## src/rtl/serial_adder_if.sv

```systemverilog
// rtl/serial_adder_if.sv - request/result bundle for the bit-serial adder
interface serial_adder_if #(
  parameter int WIDTH = 8
);
  logic             start;
  logic [WIDTH-1:0] a;
  logic [WIDTH-1:0] b;
  logic             cin;
  logic             sub;
  logic [WIDTH-1:0] sum;
  logic             cout;
  logic             overflow;
  logic             busy;
  logic             done;

  modport master (
    output start, a, b, cin, sub,
    input  sum, cout, overflow, busy, done
  );

  modport slave (
    input  start, a, b, cin, sub,
    output sum, cout, overflow, busy, done
  );
endinterface

```

## src/rtl/serial_adder.sv

```systemverilog
// rtl/serial_adder.sv - bit-serial add/sub, one full-adder cell reused LSB-first over WIDTH cycles
module serial_adder #(
  parameter int WIDTH = 8
) (
  input  logic           clk,
  input  logic           rst,
  serial_adder_if.slave  bus
);
  localparam int CW = (WIDTH > 1) ? $clog2(WIDTH) : 1;

  typedef enum logic [1:0] {
    S_IDLE = 2'd0,
    S_RUN  = 2'd1,
    S_DONE = 2'd2
  } state_t;

  state_t           state_q, state_d;
  logic [WIDTH-1:0] a_q, a_d;
  logic [WIDTH-1:0] b_q, b_d;
  logic [WIDTH-1:0] acc_q, acc_d;
  logic             carry_q, carry_d;
  logic [CW-1:0]    cnt_q, cnt_d;
  logic [WIDTH-1:0] sum_q, sum_d;
  logic             cout_q, cout_d;
  logic             ovf_q, ovf_d;

  logic             bit_s;
  logic             bit_c;
  logic [WIDTH-1:0] s_vec;

  // The single full-adder cell; operands are always consumed from bit 0.
  always_comb begin
    bit_s = a_q[0] ^ b_q[0] ^ carry_q;
    bit_c = (a_q[0] & b_q[0]) | (a_q[0] & carry_q) | (b_q[0] & carry_q);
    s_vec = '0;
    s_vec[WIDTH-1] = bit_s;
  end

  always_comb begin
    state_d = state_q;
    a_d     = a_q;
    b_d     = b_q;
    acc_d   = acc_q;
    carry_d = carry_q;
    cnt_d   = cnt_q;
    sum_d   = sum_q;
    cout_d  = cout_q;
    ovf_d   = ovf_q;

    case (state_q)
      S_IDLE: begin
        if (bus.start) begin
          a_d     = bus.a;
          b_d     = bus.sub ? ~bus.b : bus.b;
          carry_d = bus.sub ? 1'b1 : bus.cin;
          cnt_d   = '0;
          state_d = S_RUN;
        end
      end
      S_RUN: begin
        carry_d = bit_c;
        acc_d   = (acc_q >> 1) | s_vec;
        a_d     = a_q >> 1;
        b_d     = b_q >> 1;
        cnt_d   = cnt_q + CW'(1);
        if (cnt_q == CW'(WIDTH - 1)) begin
          // carry_q here is the carry into the MSB, so it pairs with bit_c for signed overflow.
          sum_d   = (acc_q >> 1) | s_vec;
          cout_d  = bit_c;
          ovf_d   = carry_q ^ bit_c;
          state_d = S_DONE;
        end
      end
      S_DONE: begin
        state_d = S_IDLE;
      end
      default: begin
        state_d = S_IDLE;
      end
    endcase
  end

  always_ff @(posedge clk) begin
    if (rst) begin
      state_q <= S_IDLE;
      a_q     <= '0;
      b_q     <= '0;
      acc_q   <= '0;
      carry_q <= 1'b0;
      cnt_q   <= '0;
      sum_q   <= '0;
      cout_q  <= 1'b0;
      ovf_q   <= 1'b0;
    end else begin
      state_q <= state_d;
      a_q     <= a_d;
      b_q     <= b_d;
      acc_q   <= acc_d;
      carry_q <= carry_d;
      cnt_q   <= cnt_d;
      sum_q   <= sum_d;
      cout_q  <= cout_d;
      ovf_q   <= ovf_d;
    end
  end

  assign bus.sum      = sum_q;
  assign bus.cout     = cout_q;
  assign bus.overflow = ovf_q;
  assign bus.busy     = (state_q == S_RUN);
  assign bus.done     = (state_q == S_DONE);
endmodule

```

## src/flat_wrapper.sv

```systemverilog
// flat-port wrapper written by rule: the top's interface ports become plain ports
module serial_adder_flat 
#(
  parameter int WIDTH = 8
)
  (clk, rst, bus_start, bus_a, bus_b, bus_cin, bus_sub, bus_sum, bus_cout, bus_overflow, bus_busy, bus_done);
  serial_adder_if #(.WIDTH(WIDTH)) bus_i ();
  input  logic clk;
  input  logic rst;
  input wire logic [$bits(bus_i.start)-1:0] bus_start;
  input wire logic [$bits(bus_i.a)-1:0] bus_a;
  input wire logic [$bits(bus_i.b)-1:0] bus_b;
  input wire logic [$bits(bus_i.cin)-1:0] bus_cin;
  input wire logic [$bits(bus_i.sub)-1:0] bus_sub;
  output wire logic [$bits(bus_i.sum)-1:0] bus_sum;
  output wire logic [$bits(bus_i.cout)-1:0] bus_cout;
  output wire logic [$bits(bus_i.overflow)-1:0] bus_overflow;
  output wire logic [$bits(bus_i.busy)-1:0] bus_busy;
  output wire logic [$bits(bus_i.done)-1:0] bus_done;
  assign bus_i.start = bus_start;
  assign bus_i.a = bus_a;
  assign bus_i.b = bus_b;
  assign bus_i.cin = bus_cin;
  assign bus_i.sub = bus_sub;
  assign bus_sum = bus_i.sum;
  assign bus_cout = bus_i.cout;
  assign bus_overflow = bus_i.overflow;
  assign bus_busy = bus_i.busy;
  assign bus_done = bus_i.done;
  serial_adder #(.WIDTH(WIDTH)) u_core (.clk(clk), .rst(rst), .bus(bus_i));
endmodule
```

## config.mk

```make
export PLATFORM = sky130hd
export DESIGN_NAME = serial_adder_flat
export DESIGN_NICKNAME = d
export VERILOG_FILES = /design/src/rtl/serial_adder_if.sv /design/src/rtl/serial_adder.sv /design/src/flat_wrapper.sv
export SDC_FILE = /design/constraint.sdc
export NUM_CORES = 1
export LEC_CHECK = 0
export CAP_MARGIN = 15
export CORE_MARGIN = 2
export CORE_UTILIZATION = 45
export CTS_BUF_LIST = sky130_fd_sc_hd__clkbuf_8
export CTS_CLUSTER_DIAMETER = 150
export DETAILED_ROUTE_END_ITERATION = 12
export PLACE_DENSITY = 0.67
export RECOVER_POWER = 25
export SYNTH_ARGS = -nofsm -noshare
export SYNTH_HDL_FRONTEND = slang
export SYNTH_SLANG_ARGS = --single-unit
```

## constraint.sdc

```tcl
create_clock -name clk -period 1.6 [get_ports clk]
set_input_delay 0.32 -clock clk [delete_from_list [all_inputs] [get_ports clk]]
set_output_delay 0.32 -clock clk [all_outputs]
set_load 0.01 [all_outputs]
```

# After elaboration in Yosys (flattened, before gate mapping)
# Index checks and enable logic that the tools add are counted.
# Widths: inputs -> output; s select.
dict set report classes {
  add_sub_neg 1
  eq_ne 5
  mux 13
  n_bitwise 10
  n_reduce_logical 5
}
# op count
set ops {}
lappend ops {{$pmux 8 s2} 2}
lappend ops {{$mux 8} 3}
lappend ops {{$not 8->8} 1}
lappend ops {{$or 7x8->8} 1}
lappend ops {{$pmux 3 s2} 1}
lappend ops {{$reduce_and 2->1} 3}
lappend ops {{$mux 2} 2}
lappend ops {{$pmux 2 s2} 1}
lappend ops {{$add 3x1->3 const B} 1}
lappend ops {{$and 1x1->1} 3}
lappend ops {{$eq 3x3->1 const B} 1}
lappend ops {{$mux 3} 1}
lappend ops {{$xor 1x1->1} 3}
lappend ops {{$eq 2x1->1 const B} 1}
lappend ops {{$eq 2x2->1 const B} 1}
lappend ops {{$logic_not 2->1} 1}
lappend ops {{$mux 1} 2}
lappend ops {{$ne 2x1->1 const B} 1}
lappend ops {{$ne 2x2->1 const B} 1}
lappend ops {{$or 1x1->1} 2}
lappend ops {{$pmux 1 s2} 1}
lappend ops {{$reduce_bool 2->1} 1}
dict set report totals {
  reg_bits 40
  input_bits 21
  out_inout_bits 12
  word_cells 43
}

# Depth between registers and ports, before layout
# Gate-level depths: netlist (run 1).
dict set report logic_depth {
  word_depth 4
  ltp_mapped 6
  mapped_depth_nobuf 5
}

# Worst setup path before layout (run 1)
# No wires, ideal clock.
dict set report synth_path {
  path_kind {register to register}
  start {reg u_core.cnt_q[0]}
  end {reg u_core.ovf_q, in the netlist u_core.bus.overflow}
  setup_ns 0.086
  arrival_ns 1.207
  t_required_ns 1.514
  setup_slack_ns 0.308
  path_stages_with_launch 6
  n_path_buf 1
  synth_period_minus_slack_ns 1.292
  path_cell_list {dfxtp_1 ha_1 ha_1 and3b_1 buf_2 a211oi_1}
}
dict set report synth_between {
  elab_chain_len 2
}
# item line
set synth_rtl {}
lappend synth_rtl {{start, declared} serial_adder.sv:22} ;# logic [CW-1:0] cnt_q, cnt_d;
lappend synth_rtl {{start signal, assigned} serial_adder.sv:100} ;# cnt_q <= cnt_d;
lappend synth_rtl {{$eq 3x3->1} serial_adder.sv:66} ;# if (cnt_q == CW'(WIDTH - 1)) begin
lappend synth_rtl {{$reduce_and 2->1 (no line)} -}
lappend synth_rtl {{end signal, assigned} serial_adder.sv:103} ;# ovf_q <= ovf_d;
lappend synth_rtl {{end, declared} serial_adder.sv:25} ;# logic ovf_q, ovf_d;
# Every way passes these cells.
# A chain may end at the register's enable or synchronous reset.

# Final worst setup path (run 1)
dict set report layout_path {
  start {reg u_core.ovf_q, in the netlist u_core.bus.overflow}
  end {out bus_overflow}
}
# item line
set layout_lines {}
lappend layout_lines {{end, declared} flat_wrapper.sv:17} ;# output wire logic [$bits(bus_i.overflow)-1:0] bus_overflow;
# No word-level cell between the ends.

==> results of run 1 <==
worst paths after layout:
check | start | endpoint | slack (ns) | cells past startpoint
setup reg to reg | u_core.cnt_q[0]$_SDFFE_PP0P_ | u_core.bus.overflow$_SDFFE_PP0P_ | 0.15 | 5
hold / removal | u_core.bus.sum[5]$_SDFFE_PP0P_ | u_core.bus.sum[5]$_SDFFE_PP0P_ | 0.46 | 2
hold reg to reg | u_core.bus.sum[5]$_SDFFE_PP0P_ | u_core.bus.sum[5]$_SDFFE_PP0P_ | 0.46 | 2
setup / recovery | u_core.bus.overflow$_SDFFE_PP0P_ | bus_overflow | 0.10 | 1
Yosys cell counts, types with 2 or more instances:
cell type / number
buf_6: 2
clkbuf_1: 3
buf_2: 7
nand2b_1: 8
nand2_1: 34
or3b_1: 7
xnor2_1: 8
a22oi_1: 11
dfxtp_1: 39
a211oi_1: 3
a21oi_2: 2
a21oi_1: 21
nor2_1: 15
nor3_1: 7
o22ai_1: 7
o21ai_0: 2
ha_1: 2
cell families after synthesis:
kind of cell             Yosys count
adder cells (fa/ha/maj)            3
AO/OA/AOI/OAI                     49
XOR/XNOR                           9
buffers and inverters             16
AND/OR/NAND/NOR                   75
flip-flops                        39
through the flow:
step / instances / TNS [ns] / power, W / hold WS [ns] / utilization [%]
6_report: 275 / 0 / 0.00202 / 0.457 / 59.4
5_1_grt: 275 / 0 / 0.00210 / 0.483 / 59.4
4_1_cts: 275 / 0 / 0.00204 / 0.456 / 59.7
3_5_place_dp: 267 / -1.08 / 0.00132 / 0.446 / 56.9
3_3_place_gp: 267 / -0.489 / 0.00131 / 0.441 / 56.9
2_1_floorplan: 191 / 0 / 0.00123 / 0.432 / -
flip-flops by register name, indices dropped and copies added (netlist names):
name	count
u_core.a_q	8
u_core.acc_q	7
u_core.b_q	8
u_core.bus.cout	1
u_core.bus.overflow	1
u_core.bus.sum	8
u_core.carry_q	1
u_core.cnt_q	3
u_core.state_q	2
metal layers:
metal / vias to the layer above / global-route usage, % / part of all wire (%)
met2: 34 / 27.8 / 48
met4: 0 / 8.07 / 1.9
met1: 649 / 19.9 / 46
met3: 9 / 4.11 / 3.9
li1: 722 / - / -
met5: - / 0 / 0
where the power goes:
| group | internal [W] | switching, W |
|---|---|---|
| registers | 0.00101 | 0.0000269 |
| logic | 0.000138 | 0.000116 |
| clock network | 0.000392 | 0.000337 |
layout make-up:
type,instances,share of cell area [%]
inverter,2,0.580
multi-input combinational,136,37.0
clock inverter,1,0.348
tap,48,2.78
sequential,39,36.2
clock buffer,7,4.46
timing repair buffer,42,18.7
==> reports/results.tsv, run 1 <==
stage	metric	value	unit
run_status	result of the run	completed	
sta	clock skew	0.00819	ns
sta	slew margin rel.	73.4	%
final_layout	register area	781	µm²
routing	vias per cell	5.14	
sta	Slew @ Worst Pin	0.398	ns
final_layout	Multi-input gate area	798	µm²
floorplanning	Initial Util	46.5	%
yosys	Synth Area in Adders	2.66	%
yosys	FFs w/ async S/R, synth	0	%
yosys	post-synthesis sequential area ratio	46.2	%
routing	First-pass DRT Iterations	4	
yosys	main combinational cell family by area after synthesis	simple AND/OR/NAND/NOR gates	
floorplanning	row count	22	
placement	DP HPWL	2420	µm
yosys	Mapped Avg Cell Area	8.85	µm²
critical_path	Worst Path Buf+Inv	1	
clock_network	clock slew at reported path FFs	0.08	ns
yosys	Post-synth EDFFs	0	
clock_network	H-tree depth	2	
floorplanning	IO Pins	33	
clock_network	Max clock buf depth	2	
yosys	Syn Nets	215	
final_layout	area growth from synthesis to layout	27.7	%
final_layout	Layout fillers	333	
final_layout	commonest non-fill, non-tap cell in the layout	dfxtp_1	
final_layout	most frequent cells in the layout	dfxtp_1 (39), nand2_1 (34), clkdlybuf4s50_1 (30), a21oi_1 (22), nor2_1 (15)	
yosys	Synth area leader	dfxtp_1	
global_route	vias in the first global route	1289	
yosys	Synth area leaders	dfxtp_1 (46%), nand2_1 (7.5%), a21oi_1 (6.2%)	
pwr	PD cells	938	nW/µm²
critical_path	crit-path leading delay family	buffers and inverters	
sta	Tmin final	1.50	ns
placement	Cell Area, Placed	2070	µm²
critical_path	Max stage delay on crit path	0.54	ns
sta	setup ws final	0.100	ns
routing	DRC viols	0	
yosys	post-synthesis sequential element count	39	
floorplanning	die height	65.3	µm
critical_path	slowest stage cell, crit path	clkdlybuf4s50_1	
yosys	simple-gate share of the synthesized area	21.8	%
routing	First DRT Iteration DRCs	91	
yosys	Synth Cell Area	1690	µm²
clock_network	total clock sinks	39	
global_route	gr ovfl total	0	
placement	PortBufs	32	
routing	DR vias	1414	
pwr	Pleak	0.785	nW
floorplanning	DIE AREA	4260	µm²
job	Max Cap Viol	0	
clock_network	CTS root buffer	clkbuf_8	
floorplanning	DIE WIDTH	65.3	µm
yosys	compound-cell area share of the yosys netlist	18.5	%
clock_network	post-cts sizing count	3	
yosys	Synth Warn #	0	
critical_path	critical path type	register to primary output	
yosys	multiplexer share of the synthesized area	0	%
routing	Wirelength per Cell	12.0	µm
clock_network	Num CTS Buffers	5	
sta	fmax	0.667	GHz
routing	post-route ant nets	0	
placement	Place WS	-0.0973	ns
sta	RSZ-0062 raised after global routing	false	
worst_hold_path	Hold WC Path Type	register to register	
global_route	Total GRT Usage	16.6	%
yosys	xor/xnor share of the synthesized area	4.66	%
critical_path	type of origin of the critical path	register	
final_layout	fraction of layout cells with a size suffix above 1	10.1	%
global_route	antenna violations before repair	0	
floorplanning	CORE AREA	3630	µm²
global_route	first-pass GRT wire length	5490	µm
final_layout	Nets	250	
critical_path	Req. time, crit path	1.28	ns
critical_path	Critical Path End Type	primary output	
global_route	largest net degree at the start of global routing	23	
yosys	top cell type's share of synthesized area	46.2	%
yosys	Syn Inst Count	191	
sta	max-slew violation count	0	
critical_path	CP max FO	2	
sta	Final setup viols	0	
yosys	Netlist cell types	30	
sta	Hold Violations, Final	0	
clock_network	# hold bufs at CTS	0	
clock_network	Clock Latency Late Sink	0.29	ns
critical_path	crit path cell chain	clkdlybuf4s50_1	
pwr	Max VDD drop	420	µV
placement	Routability Congestion	0.702	
final_layout	antenna cells	0	
critical_path	Worst EP arrival	1.18	ns
final_layout	final instance area	2160	µm²
yosys	Synth Flop Type	dfxtp_1	
sta	fin crit share	93.7	%
clock_network	CTS tree	done	
clock_network	Post-CTS Setup Bufs	0	
routing	final wirelength	3310	µm
No activity file was read; power rests on OpenSTA's default activity.
==> run 2, diff against run 1 <==
--- a/config.mk
+++ b/config.mk
@@ -5,11 +5,11 @@
 export SDC_FILE = /design/constraint.sdc
 export NUM_CORES = 1
 export LEC_CHECK = 0
+export ABC_CLOCK_PERIOD_IN_PS = 1600
 export CAP_MARGIN = 15
 export CORE_MARGIN = 2
 export CORE_UTILIZATION = 45
 export CTS_BUF_LIST = sky130_fd_sc_hd__clkbuf_8
-export CTS_CLUSTER_DIAMETER = 150
 export DETAILED_ROUTE_END_ITERATION = 12
 export PLACE_DENSITY = 0.67
 export RECOVER_POWER = 25
==> results of run 2 <==
Same layout as run 1: the final DEF is identical, and so are final timing and power.
==> run 3, diff against run 2 <==
--- a/config.mk
+++ b/config.mk
@@ -5,13 +5,13 @@
 export SDC_FILE = /design/constraint.sdc
 export NUM_CORES = 1
 export LEC_CHECK = 0
-export ABC_CLOCK_PERIOD_IN_PS = 1600
+export ABC_CLOCK_PERIOD_IN_PS = 1200
 export CAP_MARGIN = 15
 export CORE_MARGIN = 2
 export CORE_UTILIZATION = 45
 export CTS_BUF_LIST = sky130_fd_sc_hd__clkbuf_8
 export DETAILED_ROUTE_END_ITERATION = 12
-export PLACE_DENSITY = 0.67
+export PLACE_DENSITY = 0.7
 export RECOVER_POWER = 25
 export SYNTH_ARGS = -nofsm -noshare
 export SYNTH_HDL_FRONTEND = slang
==> constraint.sdc (replaced) <==
create_clock -name clk -period 1.2 [get_ports clk]
set_input_delay 0.24 -clock clk [delete_from_list [all_inputs] [get_ports clk]]
set_output_delay 0.24 -clock clk [all_outputs]
set_load 0.02 [all_outputs]
==> run 3 against run 2 <==
- the run now ends with negative setup slack left
- sequential power grew 35%
- power grew 58%
- largest power group unchanged
- clock power rose by 77%
- core utilization is 12 points higher
==> reports/results.tsv, run 3 (synthesis gave the netlist of run 1 again) <==
stage	metric	value	unit	change
critical_path	R2R cell count	4		-1
final_layout	area growth from synthesis to layout	54.0	%	
sta	Slew @ Worst Pin	0.350	ns	-0.0484 ns
critical_path	Req. time, crit path	1.38	ns	+0.10 ns
sta	slew margin rel.	76.7	%	+3.3 points
clock_network	total clock sinks	39		unchanged
floorplanning	DIE AREA	4260	µm²	unchanged
pwr	Max VDD drop	1080	µV	+160%
sta	Tmin final	1.31	ns	
global_route	antenna violations before repair	0		unchanged
routing	DRC viols	0		unchanged
clock_network	# hold bufs at CTS	0		unchanged
floorplanning	DIE WIDTH	65.3	µm	unchanged
pwr	Pleak	0.985	nW	+26%
final_layout	commonest non-fill, non-tap cell in the layout	dfxtp_1		
critical_path	type of origin of the critical path	register		
critical_path	slowest stage cell, crit path	fa_2		
clock_network	H-tree depth	2		unchanged
final_layout	antenna cells	0		unchanged
pwr	PD cells	1230	nW/µm²	+31%
placement	PortBufs	32		unchanged
clock_network	Num CTS Buffers	5		unchanged
placement	DP HPWL	2450	µm	+1.5%
sta	RSZ-0062 raised after global routing	true		
final_layout	Layout fillers	276		-17%
critical_path	Critical Path End Type	register		
critical_path	crit path cell chain	fa_2 -> nand2_1 -> o21ai_1 -> a32o_1		
critical_path	Worst Path Buf+Inv	0		-1
sta	max-slew violation count	0		unchanged
floorplanning	row count	22		unchanged
clock_network	Max clock buf depth	2		unchanged
routing	First-pass DRT Iterations	4		unchanged
worst_hold_path	Hold WC Path Type	register to register		
sta	setup ws final	-0.107	ns	-0.207 ns
critical_path	Worst EP arrival	1.48	ns	+0.30 ns
clock_network	Clock Latency Late Sink	0.30	ns	about the same
clock_network	clock slew at reported path FFs	0.08	ns	about the same
routing	Wirelength per Cell	15.6	µm	+29%
clock_network	CTS root buffer	clkbuf_8		
worst_hold_path	Hold Path Depth	2		unchanged
routing	final wirelength	4550	µm	+37%
sta	Final setup viols	21		+21
global_route	vias in the first global route	1430		+11%
final_layout	final core occ	71.6	%	+12 points
sta	Min Hold Slack	0.452	ns	-0.00486 ns
routing	vias per cell	5.41		+5.3%
placement	post-placement cell count	274		+2.6%
routing	DR vias	1581		+12%
final_layout	Non-Filler Instances	292		+6.2%
job	Max Cap Viol	0		unchanged
routing	post-route ant nets	0		unchanged
floorplanning	die height	65.3	µm	unchanged
critical_path	CP max FO	3		+1
routing	First DRT Iteration DRCs	99		+8.8%
global_route	first-pass GRT wire length	6150	µm	+12%
critical_path	flop2flop setup slack	-0.11	ns	-0.26 ns
final_layout	Nets	267		+6.8%
floorplanning	Initial Util	46.5	%	unchanged
run_status	result of the run	finished, violations left		
pwr	overall power	0.00319	W	+58%
final_layout	fraction of layout cells with a size suffix above 1	34.8	%	+25 points
placement	Routability Congestion	0.716		+2.1%
global_route	gr ovfl total	0		unchanged
sta	fmax	0.765	GHz	
critical_path	crit-path leading delay family	adder cells		
clock_network	CTS tree	done		
run_status	failing checks	negative setup slack		
floorplanning	CORE AREA	3630	µm²	unchanged
sta	fin crit share	109	%	
sta	Hold Violations, Final	0		unchanged
floorplanning	IO Pins	33		unchanged
sta	clock skew	0.0113	ns	+0.00307 ns
final_layout	most frequent cells in the layout	dfxtp_1 (33), nand2_1 (32), clkdlybuf4s50_1 (19), buf_4 (17), nor2_1 (15)		
critical_path	Max stage delay on crit path	0.43	ns	-0.11 ns
critical_path	critical path type	register to register		
global_route	largest net degree at the start of global routing	24		+4.3%
global_route	Total GRT Usage	18.6	%	+2.0 points
critical_path	Crit path depth	4		+3
[run 3: final cells by class]
cell class,instances,area (µm²),area share [%]
repair buffers,58,603,23.2
flip-flops and latches,39,793,30.5
inverters,2,12.5,0.481
multi-input cells,137,1000,38.5
clock inverters,3,63.8,2.45
well taps,48,60.1,2.31
clock buffers,5,68.8,2.64
[run 3: tightest hold or removal path: cells and delay by family, from the launching register on]
family	cells	cell delay, ns
DFF	1	0.31
and+or+nand+nor	1	0.05
AOI/OAI and AO/OA	1	0.05
[run 3: report_power, final]
part | internal (W) | switching, W | leakage [nW]
Combinational | 0.000281 | 0.000221 | 0.595
Sequential | 0.00135 | 0.0000503 | 0.321
Clock | 0.000823 | 0.000465 | 0.0695
Total | 0.00246 | 0.000736 | 0.985
[run 3: final timing paths]
kind	from	to
min	u_core.bus.sum[7]$_SDFFE_PP0P_	u_core.bus.sum[7]$_SDFFE_PP0P_
min reg2reg	u_core.bus.sum[7]$_SDFFE_PP0P_	u_core.bus.sum[7]$_SDFFE_PP0P_
max reg2reg	u_core.b_q[0]$_SDFFE_PP0P_	u_core.carry_q$_SDFFE_PP0P_
max	u_core.b_q[0]$_SDFFE_PP0P_	u_core.carry_q$_SDFFE_PP0P_
[run 3: per-stage QoR]
step	setup WS (ns)	TNS, ns	area, µm²
6_report	-0.107	-0.914	2600
5_1_grt	-0.153	-1.96	2600
4_1_cts	-0.0700	-0.548	2380
3_5_place_dp	-0.419	-9.48	2180
3_3_place_gp	-0.352	-8.31	2180
2_1_floorplan	0.000217	0	1720
[run 3: timing repair]
item | CTS | global route
hold endpoints to repair | 0 | 0
pin swaps | 13 | 18
endpoints found under the setup margin | 39 | 42
gates cloned | 1 | 3
buffers inserted | 0 | 6
resized for setup | 46 | 45
[run 3: per-layer routing]
metal  vias up  GRT usage [%]  share of wire (%)
met4         0           7.03               0.92
met5         -              0                  0
met3         5           5.65                4.3
li1        763              -                  -
met2        41           32.5                 55
met1       772           21.3                 39
==> RTL edit (config.mk and constraints of run 3) <==
`WIDTH` is set to 8 in 3 places; all go to 32.
--- a/src/rtl/serial_adder_if.sv
+++ b/src/rtl/serial_adder_if.sv
@@ -1,6 +1,6 @@
 // rtl/serial_adder_if.sv - request/result bundle for the bit-serial adder
 interface serial_adder_if #(
-  parameter int WIDTH = 8
+  parameter int WIDTH = 32
 );
   logic             start;
   logic [WIDTH-1:0] a;
--- a/src/rtl/serial_adder.sv
+++ b/src/rtl/serial_adder.sv
@@ -1,6 +1,6 @@
 // rtl/serial_adder.sv - bit-serial add/sub, one full-adder cell reused LSB-first over WIDTH cycles
 module serial_adder #(
-  parameter int WIDTH = 8
+  parameter int WIDTH = 32
 ) (
   input  logic           clk,
   input  logic           rst,
--- a/src/flat_wrapper.sv
+++ b/src/flat_wrapper.sv
@@ -1,7 +1,7 @@
 // flat-port wrapper written by rule: the top's interface ports become plain ports
 module serial_adder_flat 
 #(
-  parameter int WIDTH = 8
+  parameter int WIDTH = 32
 )
   (clk, rst, bus_start, bus_a, bus_b, bus_cin, bus_sub, bus_sum, bus_cout, bus_overflow, bus_busy, bus_done);
   serial_adder_if #(.WIDTH(WIDTH)) bus_i ();
Interface: changed (resized bus_a, bus_b and bus_sum); port bits go from 33 to 105. The function was not compared with the original's and may differ.
==> RTL edit against run 3 <==
  * The flow still finishes with violations (negative setup slack)
  * Synthesized area increased to 3.3 times the old value
  * Routed wire length increased to 4.3 times the old value
  * Non-clock buffer count increased by 136
  * Total power increased to 3.5 times the old value
  * Clock skew decreased by 3.7 ps
  * Cell area increased to 3.6 times the old value
  * Sequential power increased to 3.5 times the old value
  * Worst setup slack got worse by 350 ps
  * Die area increased to 3.1 times the old value
  * Synthesized cell count increased to 3.1 times the old value
  * Sequential cell count increased by 98
==> RTL edit: results <==
[critical_path]
r2r-start = u_core.cnt_q[1]$_SDFFE_PP0P_
critical_path_class = flop to flop
cpPeakStageDelay_ps = 370
regToRegEndpoint = u_core.bus.sum[19]$_SDFFE_PP0P_
crit_path_top_delay_cell = dfxtp_2
cp.arrival_ps = 2050
crit_family = simple AND/OR/NAND/NOR gates
path_max_fanout = 8
rr_worst_depth = 7

[drt]
via_count = 5441
dr.pass1.iters = 5
drt-total-wl_um = 19700
drt-initial-drc-count = 524

[finish]
antenna_cells = 0
instances_no_fill = 922
finalNetCount = 813
drive_gt1_share_pct = 49.3
n_fill_cell = 653

[logic_synthesis]
yosysSeqAreaShare_pct = 48.9
synthCells = 585
synth_nets = 657
synth_commonest_cells = 137 x dfxtp_1, 67 x nand2_1, 65 x a21oi_1
synth_cell_types = 38
ys_async_sr_fraction_pct = 0
yosys-top-cells-area = dfxtp_1 49%, o221a_2 6.0%, a21oi_1 5.8%

[place]
dpl.cell_count = 836
gp_congestion = 0.771
hpwl_um = 8500
portBuffers = 104

[global_route]
grt_pass1_vias = 5092
grt_pass1_wl_um = 26000
track_usage_pct = 24.8
grt-ovfl-total = 0
antenna_found_initial = 0
grt_max_degree = 33

[clock_network]
clk_pin_slew_ps = 80
htreeDepth = 4
cts_setup_buffers = 17
cts_made_buffers = 17
cts-resized-gates = 325
clock_latency_ps = 450

[power_and_ir_drop]
ir_drop_uv = 595
p_leak_nw = 3.58
p_int_mw = 8.13

[worst_hold_path]
min_path_cells = 3
hold_path_end = u_core.cnt_q[4]$_SDFFE_PP0P_
hold_path.class = primary input to flop
hold_path.startpoint = rst

[timing]
setup_tns_ps = -39960
worstMarginPinSlew_ps = 354
fin_ws_ps = -460
holdWs_ps = 324
setup_violations = 144
skew_ps = 7.53

[run_status]
status = finished with violations
violations = negative setup slack
==> RTL edit: changes by cell type after synthesis, sizes merged, moves of 24 or more <==
cell / before / now
nor2b: 1 / 32
buf: 11 / 39
a22o: 0 / 32
nand2: 34 / 67
dfxtp: 39 / 137
a22oi: 11 / 35
o22ai: 7 / 31
o221a: 0 / 31
a21oi: 23 / 66
==> RTL edit: area by class of cell <==
class	instances	share of cell area [%]
Tap cell	168	2.23
Inverter	2	0.106
Timing Repair Buffer	194	25.5
Sequential cell	137	29.4
Multi-Input combinational cell	389	38.3
Clock buffer	18	2.63
Clock inverter	14	1.82
==> RTL edit: routing by layer <==
layer	up-vias	global-route usage [%]	part of all wire (%)	routed length, um
li1	2436	-	-	-
met1	2688	31.3	41	8050
met2	262	41.9	50	9890
met3	55	4.92	5.8	1150
met4	0	9.48	3.2	626
met5	-	0	0	0
==> RTL edit: through the flow <==
step | area, um2 | utilization (%) | worst slack, ps
detailed placement | 7220 | 59.8 | -596
global placement | 7220 | 59.8 | -556
CTS | 8780 | 72.8 | -342
floorplan | 5960 | - | -279
finish | 9420 | 78.1 | -460
global route | 9420 | 78.1 | -482
==> RTL edit: cell families (layout without fill, tap and decap cells) <==
logic type	count (synthesis)	after routing	share of synthesized area, %
AOI/OAI and AO/OA	204	206	26.8
and+or+nand+nor	147	147	11.9
DFF	137	137	48.9
buffers and inverters	61	228	6.43
xor gates and xnor gates	33	33	5.16
adders and majority gates	3	3	0.804
==> RTL edit: power by group through the flow <==
stage / clock [mW] / sequential (mW) / combinational [mW]
after global routing: 4.26 / 4.96 / 2.34
after floorplan: 0 / 4.94 / 0.915
after detailed placement: 0 / 4.98 / 1.32
after CTS: 4.01 / 4.91 / 1.96
after global placement: 0 / 4.96 / 1.29
final: 4.06 / 4.94 / 2.25
